<file path="config.mk">
export PLATFORM = sky130hd
export DESIGN_NAME = branch_predictor
export DESIGN_NICKNAME = d
export VERILOG_FILES = /design/src/rtl/branch_predictor.sv
export SDC_FILE = /design/constraint.sdc
export NUM_CORES = 1
export LEC_CHECK = 0
export CAP_MARGIN = 20
export CORE_MARGIN = 5
export CORE_UTILIZATION = 61
export DETAILED_ROUTE_END_ITERATION = 8
export PLACE_DENSITY_LB_ADDON = 0.15
export SLEW_MARGIN = 20
export SYNTH_ARGS = -nofsm -noshare
export SYNTH_HDL_FRONTEND = slang
export SYNTH_SLANG_ARGS = --single-unit
export TNS_END_PERCENT = 100
</file>
<file path="constraint.sdc">
create_clock -name clk -period 4.9 [get_ports clk]
set_clock_uncertainty 0.05 [all_clocks]
set_input_delay 0.49 -clock clk [delete_from_list [all_inputs] [get_ports clk]]
set_output_delay 0.49 -clock clk [all_outputs]
set_load 0.1 [all_outputs]
</file>
<file path="src/rtl/branch_predictor.sv">
`default_nettype none
// ============================================================================
//  Module      : branch_predictor
//  Description : Direct-mapped branch target buffer with 2-bit saturating
//                counters. It looks up the fetch PC combinationally and is
//                trained from EX with resolved jump/branch outcomes. Table
//                storage is not reset. Instead, a sequencer clears one valid
//                bit per cycle after reset or on a clear request.
//  Revision    : 1.0 - initial release
// ----------------------------------------------------------------------------
//  Ports
//    clk          in   1   clock, all state updates on rising edge
//    rst_n        in   1   asynchronous active-low reset
//    clear_i      in   1   request full table invalidation (pulse)
//    busy_o       out  1   high while the invalidation sweep runs
//    if_pc_i      in  32   fetch PC to look up
//    pred_jump_o  out  1   predicted taken for if_pc_i
//    pred_addr_o  out 32   predicted target for if_pc_i (0 on miss)
//    upd_en_i     in   1   resolved, non-flushed jump/branch from EX
//    upd_pc_i     in  32   PC of the resolved instruction
//    upd_taken_i  in   1   resolved direction (1 = jumped)
//    upd_target_i in  32   resolved target address
// ============================================================================
module branch_predictor #(
  parameter int INDEX_BITS = 4
) (
  input  logic        clk,
  input  logic        rst_n,
  input  logic        clear_i,
  output logic        busy_o,
  input  logic [31:0] if_pc_i,
  output logic        pred_jump_o,
  output logic [31:0] pred_addr_o,
  input  logic        upd_en_i,
  input  logic [31:0] upd_pc_i,
  input  logic        upd_taken_i,
  input  logic [31:0] upd_target_i
);

  localparam int TAG_BITS = 30 - INDEX_BITS;
  localparam int ENTRIES  = 1 << INDEX_BITS;

  localparam logic [0:0] S_INIT  = 1'b0;
  localparam logic [0:0] S_READY = 1'b1;

  localparam logic [INDEX_BITS-1:0] SIDX_LAST = '1;

  // Sequencer state
  logic [0:0]            state_q, state_d;
  logic [INDEX_BITS-1:0] sidx_q,  sidx_d;

  // Table storage (no reset; valid bits are cleared by the sweep)
  logic [ENTRIES-1:0]    valid_q;
  logic [TAG_BITS-1:0]   tag_q    [ENTRIES];
  logic [31:0]           target_q [ENTRIES];
  logic [1:0]            ctr_q    [ENTRIES];

  // Lookup side
  logic [INDEX_BITS-1:0] w_if_idx;
  logic [TAG_BITS-1:0]   w_if_tag;
  logic                  w_if_hit;

  // Update side
  logic [INDEX_BITS-1:0] w_upd_idx;
  logic [TAG_BITS-1:0]   w_upd_tag;
  logic                  w_upd_hit;
  logic                  w_upd_we;
  logic                  w_alloc;
  logic                  w_train;
  logic [1:0]            w_ctr_next;

  // The two byte-offset bits of each PC never address the table.
  logic                  w_unused;
  assign w_unused = ^{if_pc_i[1:0], upd_pc_i[1:0]};

  assign w_if_idx  = if_pc_i[INDEX_BITS+1:2];
  assign w_if_tag  = if_pc_i[31:INDEX_BITS+2];
  assign w_if_hit  = valid_q[w_if_idx] && (tag_q[w_if_idx] == w_if_tag);

  assign w_upd_idx = upd_pc_i[INDEX_BITS+1:2];
  assign w_upd_tag = upd_pc_i[31:INDEX_BITS+2];
  assign w_upd_hit = valid_q[w_upd_idx] && (tag_q[w_upd_idx] == w_upd_tag);

  // A clear in the same cycle as an update wins; the update is dropped.
  assign w_upd_we  = (state_q == S_READY) && upd_en_i && !clear_i;
  assign w_alloc   = w_upd_we && !w_upd_hit && upd_taken_i;
  assign w_train   = w_upd_we && w_upd_hit;

  // Saturating 2-bit counter step
  always_comb begin
    w_ctr_next = ctr_q[w_upd_idx];
    if (upd_taken_i) begin
      if (ctr_q[w_upd_idx] != 2'd3) w_ctr_next = ctr_q[w_upd_idx] + 2'd1;
    end else begin
      if (ctr_q[w_upd_idx] != 2'd0) w_ctr_next = ctr_q[w_upd_idx] - 2'd1;
    end
  end

  // ---------------------------------------------------------------- FSM ---
  // State register
  always_ff @(posedge clk or negedge rst_n) begin
    if (!rst_n) begin
      state_q <= S_INIT;
      sidx_q  <= '0;
    end else begin
      state_q <= state_d;
      sidx_q  <= sidx_d;
    end
  end

  // Next-state logic
  always_comb begin
    state_d = state_q;
    sidx_d  = sidx_q;
    case (state_q)
      S_INIT: begin
        if (clear_i) begin
          sidx_d = '0;
        end else if (sidx_q == SIDX_LAST) begin
          state_d = S_READY;
          sidx_d  = '0;
        end else begin
          sidx_d = sidx_q + 1'b1;
        end
      end
      S_READY: begin
        if (clear_i) begin
          state_d = S_INIT;
          sidx_d  = '0;
        end
      end
      default: begin
        state_d = S_INIT;
        sidx_d  = '0;
      end
    endcase
  end

  // Output logic: predictions are suppressed while the table is unreliable.
  always_comb begin
    busy_o      = (state_q == S_INIT);
    pred_jump_o = 1'b0;
    pred_addr_o = 32'h0;
    if (state_q == S_READY && w_if_hit) begin
      pred_jump_o = ctr_q[w_if_idx][1];
      pred_addr_o = target_q[w_if_idx];
    end
  end

  // ------------------------------------------------------------ storage ---
  always_ff @(posedge clk) begin
    if (state_q == S_INIT) begin
      valid_q[sidx_q] <= 1'b0;
    end else if (w_alloc) begin
      valid_q[w_upd_idx] <= 1'b1;
    end
  end

  always_ff @(posedge clk) begin
    if (w_alloc) begin
      tag_q[w_upd_idx]    <= w_upd_tag;
      target_q[w_upd_idx] <= upd_target_i;
      ctr_q[w_upd_idx]    <= 2'd2;
    end else if (w_train) begin
      ctr_q[w_upd_idx] <= w_ctr_next;
      if (upd_taken_i) target_q[w_upd_idx] <= upd_target_i;
    end
  end

endmodule
`default_nettype wire

</file>
# Word-level counts from Yosys, hierarchy flattened
# Memories as Yosys holds them, arrays and structs flattened.
# Cells that the tools add are included.
[classes] n_addsub=3 magnitude_cmp=5 n_eq_ne=6 mux=34 n_bitwise=6 reduce_logical=13
[op_table] cell="$mux W32" n=2
[op_table] cell="$eq A26 B26 Y1" n=2
[op_table] cell="$mux W16" n=2
[op_table] cell="$mux W1" n=17
[op_table] cell="$and A16 B16 Y16" n=1
[op_table] cell="$not A16 Y16" n=1
[op_table] cell="$or A16 B16 Y16" n=1
[op_table] cell="$lt A4 B5 Y1 const B" n=3
[op_table] cell="$mux W4" n=3
[op_table] cell="$logic_and A1 B1 Y1" n=10
[op_table] cell="$bmux W1 S4" n=2
[op_table] cell="$demux W1 S4" n=2
[op_table] cell="$ge A4 B1 Y1 const B" n=2
[op_table] cell="$mux W2" n=4
[op_table] cell="$pmux W4 S2" n=1
[op_table] cell="$add A4 B1 Y4 const B" n=1
[op_table] cell="$eq A4 B4 Y1 const B" n=1
[op_table] cell="$ne A2 B2 Y1 const B" n=2
[op_table] cell="$add A2 B1 Y2 const B" n=1
[op_table] cell="$logic_not A1 Y1" n=2
[op_table] cell="$ne A2 B1 Y1 const B" n=1
[op_table] cell="$or A1 B1 Y1" n=2
[op_table] cell="$pmux W1 S2" n=1
[op_table] cell="$reduce_bool A2 Y1" n=1
[op_table] cell="other kinds (2)" n=2
[totals] reg_bits=21 ramBits=960 in_bits=101 out_inout_bits=34 mem_count=3
[memory_table] name="target_q" words=16 word_bits=32 read_ports=1 rd_clocked_by_memory_dff=0 write_ports=1 line="55" text="logic [31:0] target_q [ENTRIES];"
[memory_table] name="tag_q" words=16 word_bits=26 read_ports=2 rd_clocked_by_memory_dff=0 write_ports=1 line="54" text="logic [TAG_BITS-1:0] tag_q [ENTRIES];"
[memory_table] name="ctr_q" words=16 word_bits=2 read_ports=2 rd_clocked_by_memory_dff=0 write_ports=1 line="56" text="logic [1:0] ctr_q [ENTRIES];"

# Longest topological paths before layout
# Gate-level depths: netlist of run 1.
[logic_depth] depth_word=9 ltp_mapped=14 ltp_nobuf=8

# Worst setup path after synthesis of run 1
# Ideal clock, no wire load.
[synth_timing] path_kind="input to output" start="input port if_pc_i[2]" end="output port pred_addr_o[10]" t_arrival_ns=4.424 required_ns=4.360 slack_ns=-0.064 path_stages=9 path_buffers=3 path_cell_list="clkbuf_1 buf_1 mux4_2 mux4_2 xor2_1 nor4_1 nand4_1 clkbuf_1 nor2b_1"
[synth_via] elab_chain_len=5 word_cells_on_any_way=8 cone_classes="eq/ne (1); mux (3); reduce/logical (2); memory (2)"
[synth_lines] element="from (decl)" line="31" text="input logic [31:0] if_pc_i,"
[synth_lines] element="$mem_v2 Z16 W26 / $bmux W1 S4 (equally long branches)"
[synth_lines] element="$eq A26 B26 Y1 / $mux W1 (equally long branches)" line="78" text="assign w_if_hit = valid_q[w_if_idx] && (tag_q[w_if_idx] == w_if_tag);"
[synth_lines] element="$logic_and A1 B1 Y1" line="78"
[synth_lines] element="$logic_and A1 B1 Y1" line="144" text="if (state_q == S_READY && w_if_hit) begin"
[synth_lines] element="$mux W32 *" line="144"
[synth_lines] element="to (decl)" line="33" text="output logic [31:0] pred_addr_o,"
# Mark *: on every way between the ends. The rest lies on a longest branch, timed or not. The select of a mux whose other input is x is not followed.

==> flow_summary_export.csv, run 1 <==
group,metric,value,unit
synth,synth_top_cells_by_count,"edfxtp_1 (976), mux4_2 (381), mux2i_1 (93)",
synth,yosysTopAreaCellShare,69.4,%
global_route,use_met1,37.5,%
place,dp_hpwl,59500,um
critical_path,end_kind,"output pin",
synth,yosysMostFrequentCell,"edfxtp_1",
detailed_routing,drt_iter0_drc,2455,
synth,ys_warn_count,0,
clock_network,clk_path_buf_depth,3,
global_route,grtUsageMet3,5.24,%
critical_path,cpMaxStageDelayCell,"mux4_2",
detailed_routing,avgViaCountPerCell,6.79,
place,placed_cell_area,0.0458,mm^2
synth,syn_area,0.0422,mm^2
clock_network,clk_pin_slew,0.06,ns
critical_path,start_kind,"register",
cells_and_area,finish.instance_area,0.0490,mm^2
timing,fin_setup_tns,0,ns
critical_path,r2r-start,"tag_q[5][9]$_DFFE_PP_",
outcome,status,"complete, no violations",
synth,ys_types,55,
die,die-height,273,um
detailed_routing,wl_per_cell,31.9,um
cells_and_area,nFillCells,4008,
timing,fin_hold_ws,0.478,ns
clock_network,cts-buffers-inserted,96,
place,place_ws,0.373,ns
power,ir_worst_vdd,0.302,mV
critical_path,critPathArrivalTime,4.04,ns
flow_run,cap_violations,0,
cells_and_area,drive_above_1_share,32.5,%
die,start_util,61.5,%
cells_and_area,final_core_util,71.5,%
timing,fin_crit,4.58,ns
detailed_routing,drc,0,
power,power,17.9,mW
cells_and_area,layout.nets,2287,
critical_path,crit_fanout,33,
clock_network,clock_latency,0.66,ns
place,port_buffers,130,
place,gp_congestion,0.860,
synth,ys_ff_latch,981,
synth,synth-main-ff-cell,"edfxtp_1",
synth,syn_inst,1956,
synth,synth_nets,2061,
critical_path,crit_type,"register to output pin",
hold_path,min-delay-start,"clear_i",
clock_network,cts-root-buf,"clkbuf_16",
detailed_routing,vias,21646,
place,dp.cells,3014,
timing,timing.slew.headroom,34.5,%
die,dieWidth,273,um
die,design.core.area,0.0686,mm^2
detailed_routing,antenna_left,0,
cells_and_area,area_growth_syn_to_layout,16.2,%
global_route,grt_pass1_vias,22746,
clock_network,cts_tree,"built",
global_route,antenna_found_initial,8,
clock_network,clock_sinks,981,
detailed_routing,wirelength,102000,um
critical_path,crit_required,4.36,ns
synth,synth_edf_count,976,
critical_path,r2r-end,"ctr_q[8][0]$_DFFE_PP_",
timing,tightest_slew,0.979,ns
global_route,track_usage,27.8,%
critical_path,r2r_slack,0.92,ns
clock_network,cts.htree.levels,3,
timing,fin_crit_sh,93.4,%
global_route,grt_max_degree,91,
global_route,grt.overflow.total,0,
synth,yosysSeqAreaShare,69.7,%
critical_path,crit_chain,"mux4_2 -> mux4_2 -> xnor2_1 -> nand4_1 -> nor3_1 -> nand4_1 -> buf_4 -> nor2b_1 -> buf_12",
timing,fin_ws,0.324,ns
power,leakage,15.7,nW
timing,drv_slew,0,
die,die-area,0.0746,mm^2
synth,async_flop_share,0.510,%
global_route,grt.busiest_layer,"met2",
die,ios,135,
global_route,use_met2,47.0,%
global_route,grt_first_pass_wirelength,151000,um
synth,yosys.area.top_type,"edfxtp_1",
timing,hold_viol,0,
synth,ys_top_cells_by_area,"edfxtp_1 (69%), mux4_2 (20%), mux2i_1 (2.2%)",
timing,rsz0062_at_grt,"no",
timing,finalSetupViolCount,0,
synth,avgSynthCellArea,21.6,um^2
die,num_rows,96,
power,power_density,364,mW/mm^2
hold_path,holdPathStages,2,
cells_and_area,final_cells,3190,
detailed_routing,detail_route.first_pass.iterations,7,
timing,max_freq,0.219,GHz
critical_path,cpPeakStageDelay,0.50,ns
hold_path,hold_end,"sidx_q[0]$_DFFE_PN0P_",
hold_path,worstHoldPathType,"input pin to register",
critical_path,r2r_cells,7,
==> worst max-delay path: cells and delay by family (launching register included) <==
family	cells	cell delay [ns]
mux	2	0.99
xor+xnor	1	0.41
flops	1	0.39
simple gates	4	1.06
buf+inv	2	0.53
==> how the worst max path moves through the flow <==
stage                       endpoint  slack [ns]  cells past startpoint                    start
2_1_floorplan        pred_addr_o[10]       -0.06                      9               if_pc_i[2]
3_3_place_gp   tag_q[2][5]$_DFFE_PP_        0.35                     12              upd_pc_i[2]
3_5_place_dp   tag_q[2][5]$_DFFE_PP_        0.37                     11              upd_pc_i[2]
4_1_cts              pred_addr_o[18]        0.21                      9  tag_q[15][21]$_DFFE_PP_
5_1_grt              pred_addr_o[18]        0.12                      9  tag_q[15][21]$_DFFE_PP_
6_report             pred_addr_o[18]        0.32                      9  tag_q[15][21]$_DFFE_PP_
==> layout make-up <==
| type | instances | area [um^2] | area share (%) |
|---|---|---|---|
| clock buffers | 110 | 2480 | 5.05 |
| repair buffers | 252 | 2860 | 5.84 |
| well taps | 931 | 1160 | 2.38 |
| diodes | 1 | 2.50 | 0.00510 |
| multi-input cells | 842 | 12300 | 25.1 |
| clock inverters | 64 | 744 | 1.52 |
| inverters | 9 | 33.8 | 0.0689 |
| flip-flops and latches | 981 | 29400 | 60.0 |
==> state kept, by name, summed over array words and instances (netlist names) <==
register / cells
sidx_q: 4
valid_q: 16
ctr_q: 32
tag_q: 416
state_q: 1
target_q: 512
==> power by group <==
group	switching, mW	internal [mW]	leakage, nW
Sequential	0.0184	9.25	8.96
Combinational	0.590	0.544	5.21
Clock	3.16	4.29	1.54
Total	3.77	14.1	15.7
==> placed cells by master, fill, tap and decap left out, types with 35 or more instances in the layout <==
cell | netlist | routed
edfxtp_1 | 976 | 976
mux4_2 | 381 | 381
a21oi_1 | 35 | 35
clkbuf_16 | 0 | 97
buf_12 | 3 | 58
buf_4 | 3 | 99
clkdlybuf4s50_1 | 0 | 89
mux2i_1 | 93 | 93
nor2b_1 | 50 | 50
xnor2_1 | 38 | 38
==> kinds of logic after synthesis <==
kind of cell | synth area share, %
AO/OA/AOI/OAI | 1.59
XOR/XNOR | 1.33
adder cells (fa/ha/maj) | 0.142
buffers and inverters | 1.59
flip-flops | 69.7
multiplexers | 23.3
AND/OR/NAND/NOR | 2.33
==> layer usage <==
metal / up-vias / share of wire [%] / wire, um
met4: 12 / 3.5 / 3590
met3: 220 / 7.5 / 7610
met1: 11540 / 37 / 38000
met2: 1040 / 52 / 52600
met5: - / 0.080 / 81
li1: 8834 / - / -
==> timing repair <==
action / CTS / global route
setup buffers: 0 / 0
gates resized for setup: 0 / 0
hold endpoints to repair: 5 / 0
hold buffers: 1 / 0
Note: power is estimated with default switching activity, not from simulation.
==> run 2: changes to the inputs <==
- clock period: 4.9 -> 5.05 ns (I/O delays scaled with it)
==> run 2 against run 1 <==
- cell count unchanged
- critical path depth unchanged
- die area unchanged
- sequential cell count unchanged
- worst hold slack worse by 0.45 ns
- highest routed layer unchanged
==> flow_summary_export.csv, run 2 (synthesis gave the netlist of run 1 again) <==
group,metric,value,unit
detailed_routing,wl_per_cell,32.2,um
global_route,grt_first_pass_wirelength,150000,um
clock_network,cts-buffers-inserted,97,
cells_and_area,largestRegisters,"target_q (512), tag_q (416), ctr_q (32)",
detailed_routing,detail_route.first_pass.iterations,5,
power,leakage,15.7,nW
cells_and_area,final_common_cell,"edfxtp_1",
timing,timing.slew.headroom,33.3,%
cells_and_area,largest_reg_flops,512,
clock_network,cts-root-buf,"clkbuf_16",
place,gp_congestion,0.846,
clock_network,clk_path_buf_depth,3,
timing,tightest_slew,0.997,ns
power,clkPwrFrac,42.5,%
timing,fin_setup_tns,0,ns
detailed_routing,drc,0,
critical_path,crit_required,4.49,ns
cells_and_area,area_growth_syn_to_layout,16.1,%
power,p_int,13.9,mW
clock_network,cts_resized,0,
flow_run,cap_violations,0,
cells_and_area,regMostFlops,"target_q",
cells_and_area,final_core_util,71.5,%
die,start_util,61.5,%
die,ios,135,
timing,hold_viol,0,
global_route,grt_max_degree,81,
die,dieWidth,273,um
power,ir_worst_vdd,0.319,mV
timing,drv_slew,0,
timing,rsz0062_at_grt,"no",
power,power_density,358,mW/mm^2
outcome,status,"complete, no violations",
clock_network,cts.htree.levels,3,
power,pwr-share-seq,51.3,%
die,die-height,273,um
detailed_routing,wirelength,103000,um
critical_path,end_kind,"output pin",
global_route,grt_pass1_vias,22564,
die,design.core.area,0.0686,mm^2
global_route,antenna_found_initial,6,
cells_and_area,layout.nets,2282,
detailed_routing,vias,21657,
critical_path,crit_chain,"mux4_2 -> mux4_2 -> xnor2_1 -> nand4_1 -> nor3_1 -> nand4_1 -> buf_4 -> nor2b_1 -> buf_12",
power,p_switching,3.62,mW
clock_network,clk_pin_slew,0.06,ns
global_route,grt.overflow.total,0,
power,p_sw_share,20.6,%
global_route,track_usage,27.7,%
critical_path,cpPeakStageDelay,0.63,ns
timing,finalSetupViolCount,0,
timing,fin_crit,5.00,ns
detailed_routing,antenna_left,0,
timing,max_freq,0.200,GHz
clock_network,clock_sinks,981,
place,port_buffers,130,
clock_network,cts_tree,"built",
critical_path,crit_fanout,33,
critical_path,critPathArrivalTime,4.45,ns
cells_and_area,final_cell_mix,"edfxtp_1 (976), mux4_2 (381), buf_4 (100)",
cells_and_area,nFillCells,4003,
die,num_rows,96,
die,die-area,0.0746,mm^2
clock_network,postCtsSetupBuffers,0,
clock_network,clock_latency,0.65,ns
critical_path,start_kind,"register",
detailed_routing,drt_iter0_drc,2518,
clock_network,holdBufCountCts,0,
cells_and_area,drive_above_1_share,32.2,%
critical_path,cpMaxStageDelayCell,"nor3_1",
place,dp_hpwl,59400,um
timing,fin_crit_sh,99.0,%
hold_path,worstHoldPathType,"input pin to asynchronous set/reset pin",
detailed_routing,avgViaCountPerCell,6.79,
power,combPwrFrac,6.2,%
critical_path,crit_type,"register to output pin",
## run 2: changes by cell type in the layout (fill, tap and decap cells not counted), moves of 2 or more
cell        previous run  this run
clkinvlp_4            11         8
diode_2                1         4
buf_12                58        52
clkinv_1              14        19
clkinv_2              17        14
clkinv_4               4         2
inv_6                  0         2
bufinv_16             12        17
## run 2: worst paths after layout
path	start	to	slack [ns]	depth (start not counted)
worst min-delay path	rst_n	sidx_q[2]$_DFFE_PN0P_	0.03	1
worst max-delay path	tag_q[7][21]$_DFFE_PP_	pred_addr_o[0]	0.05	9
worst min register to register	sidx_q[0]$_DFFE_PN0P_	sidx_q[3]$_DFFE_PN0P_	0.58	2
min in group clk	clear_i	sidx_q[0]$_DFFE_PN0P_	0.48	2
worst max register to register	tag_q[0][9]$_DFFE_PP_	ctr_q[0][1]$_DFFE_PP_	1.11	8
max in group asynchronous	rst_n	sidx_q[3]$_DFFE_PN0P_	4.73	1
## run 2: layer usage
metal | global-route usage [%] | up-vias | wire length (um)
li1 | - | 8828 | -
met3 | 4.49 | 210 | 8110
met2 | 47.2 | 1129 | 53400
met4 | 9.85 | 8 | 3590
met5 | 0 | - | 66
met1 | 37.0 | 11482 | 37600
## run 2: cell type report
type	count	area, um^2	area share [%]
flip-flops and latches	981	29400	60.0
multi-input cells	842	12300	25.1
repair buffers	246	2740	5.59
clock buffers	112	2500	5.11
well taps	931	1160	2.38
clock inverters	65	810	1.65
inverters	9	33.8	0.0689
diodes	4	10.0	0.0204
## run 2: worst max-delay path, delay by kind of cell (launching register included)
kind,cells,cell delay [ns]
multiplexers,2,0.97
XOR/XNOR,1,0.44
buffers and inverters,2,0.56
AND/OR/NAND/NOR,4,1.41
flip-flops,1,0.40
## run 2: stage by stage
stage	total power, mW	setup slack, ns	hold slack (ns)	instances	area (um^2)
after global routing	18.1	0.0386	0.0341	3188	49000
final	17.5	0.0500	0.0265	3190	49000
after CTS	17.6	0.0228	0.000526	3186	49000
after detailed placement	10.3	0.172	0.571	3009	45700
after floorplan	9.84	0.0561	0.159	1956	42200
after global placement	10.2	0.190	0.548	3009	45700
## run 2: power by group through the flow
stage / Combinational [mW] / Sequential, mW / Clock, mW
after CTS: 1.10 / 8.99 / 7.54
final: 1.10 / 8.99 / 7.45
after global routing: 1.16 / 8.99 / 7.90
after floorplan: 0.686 / 9.16 / 0
after detailed placement: 1.10 / 9.16 / 0
after global placement: 1.07 / 9.16 / 0
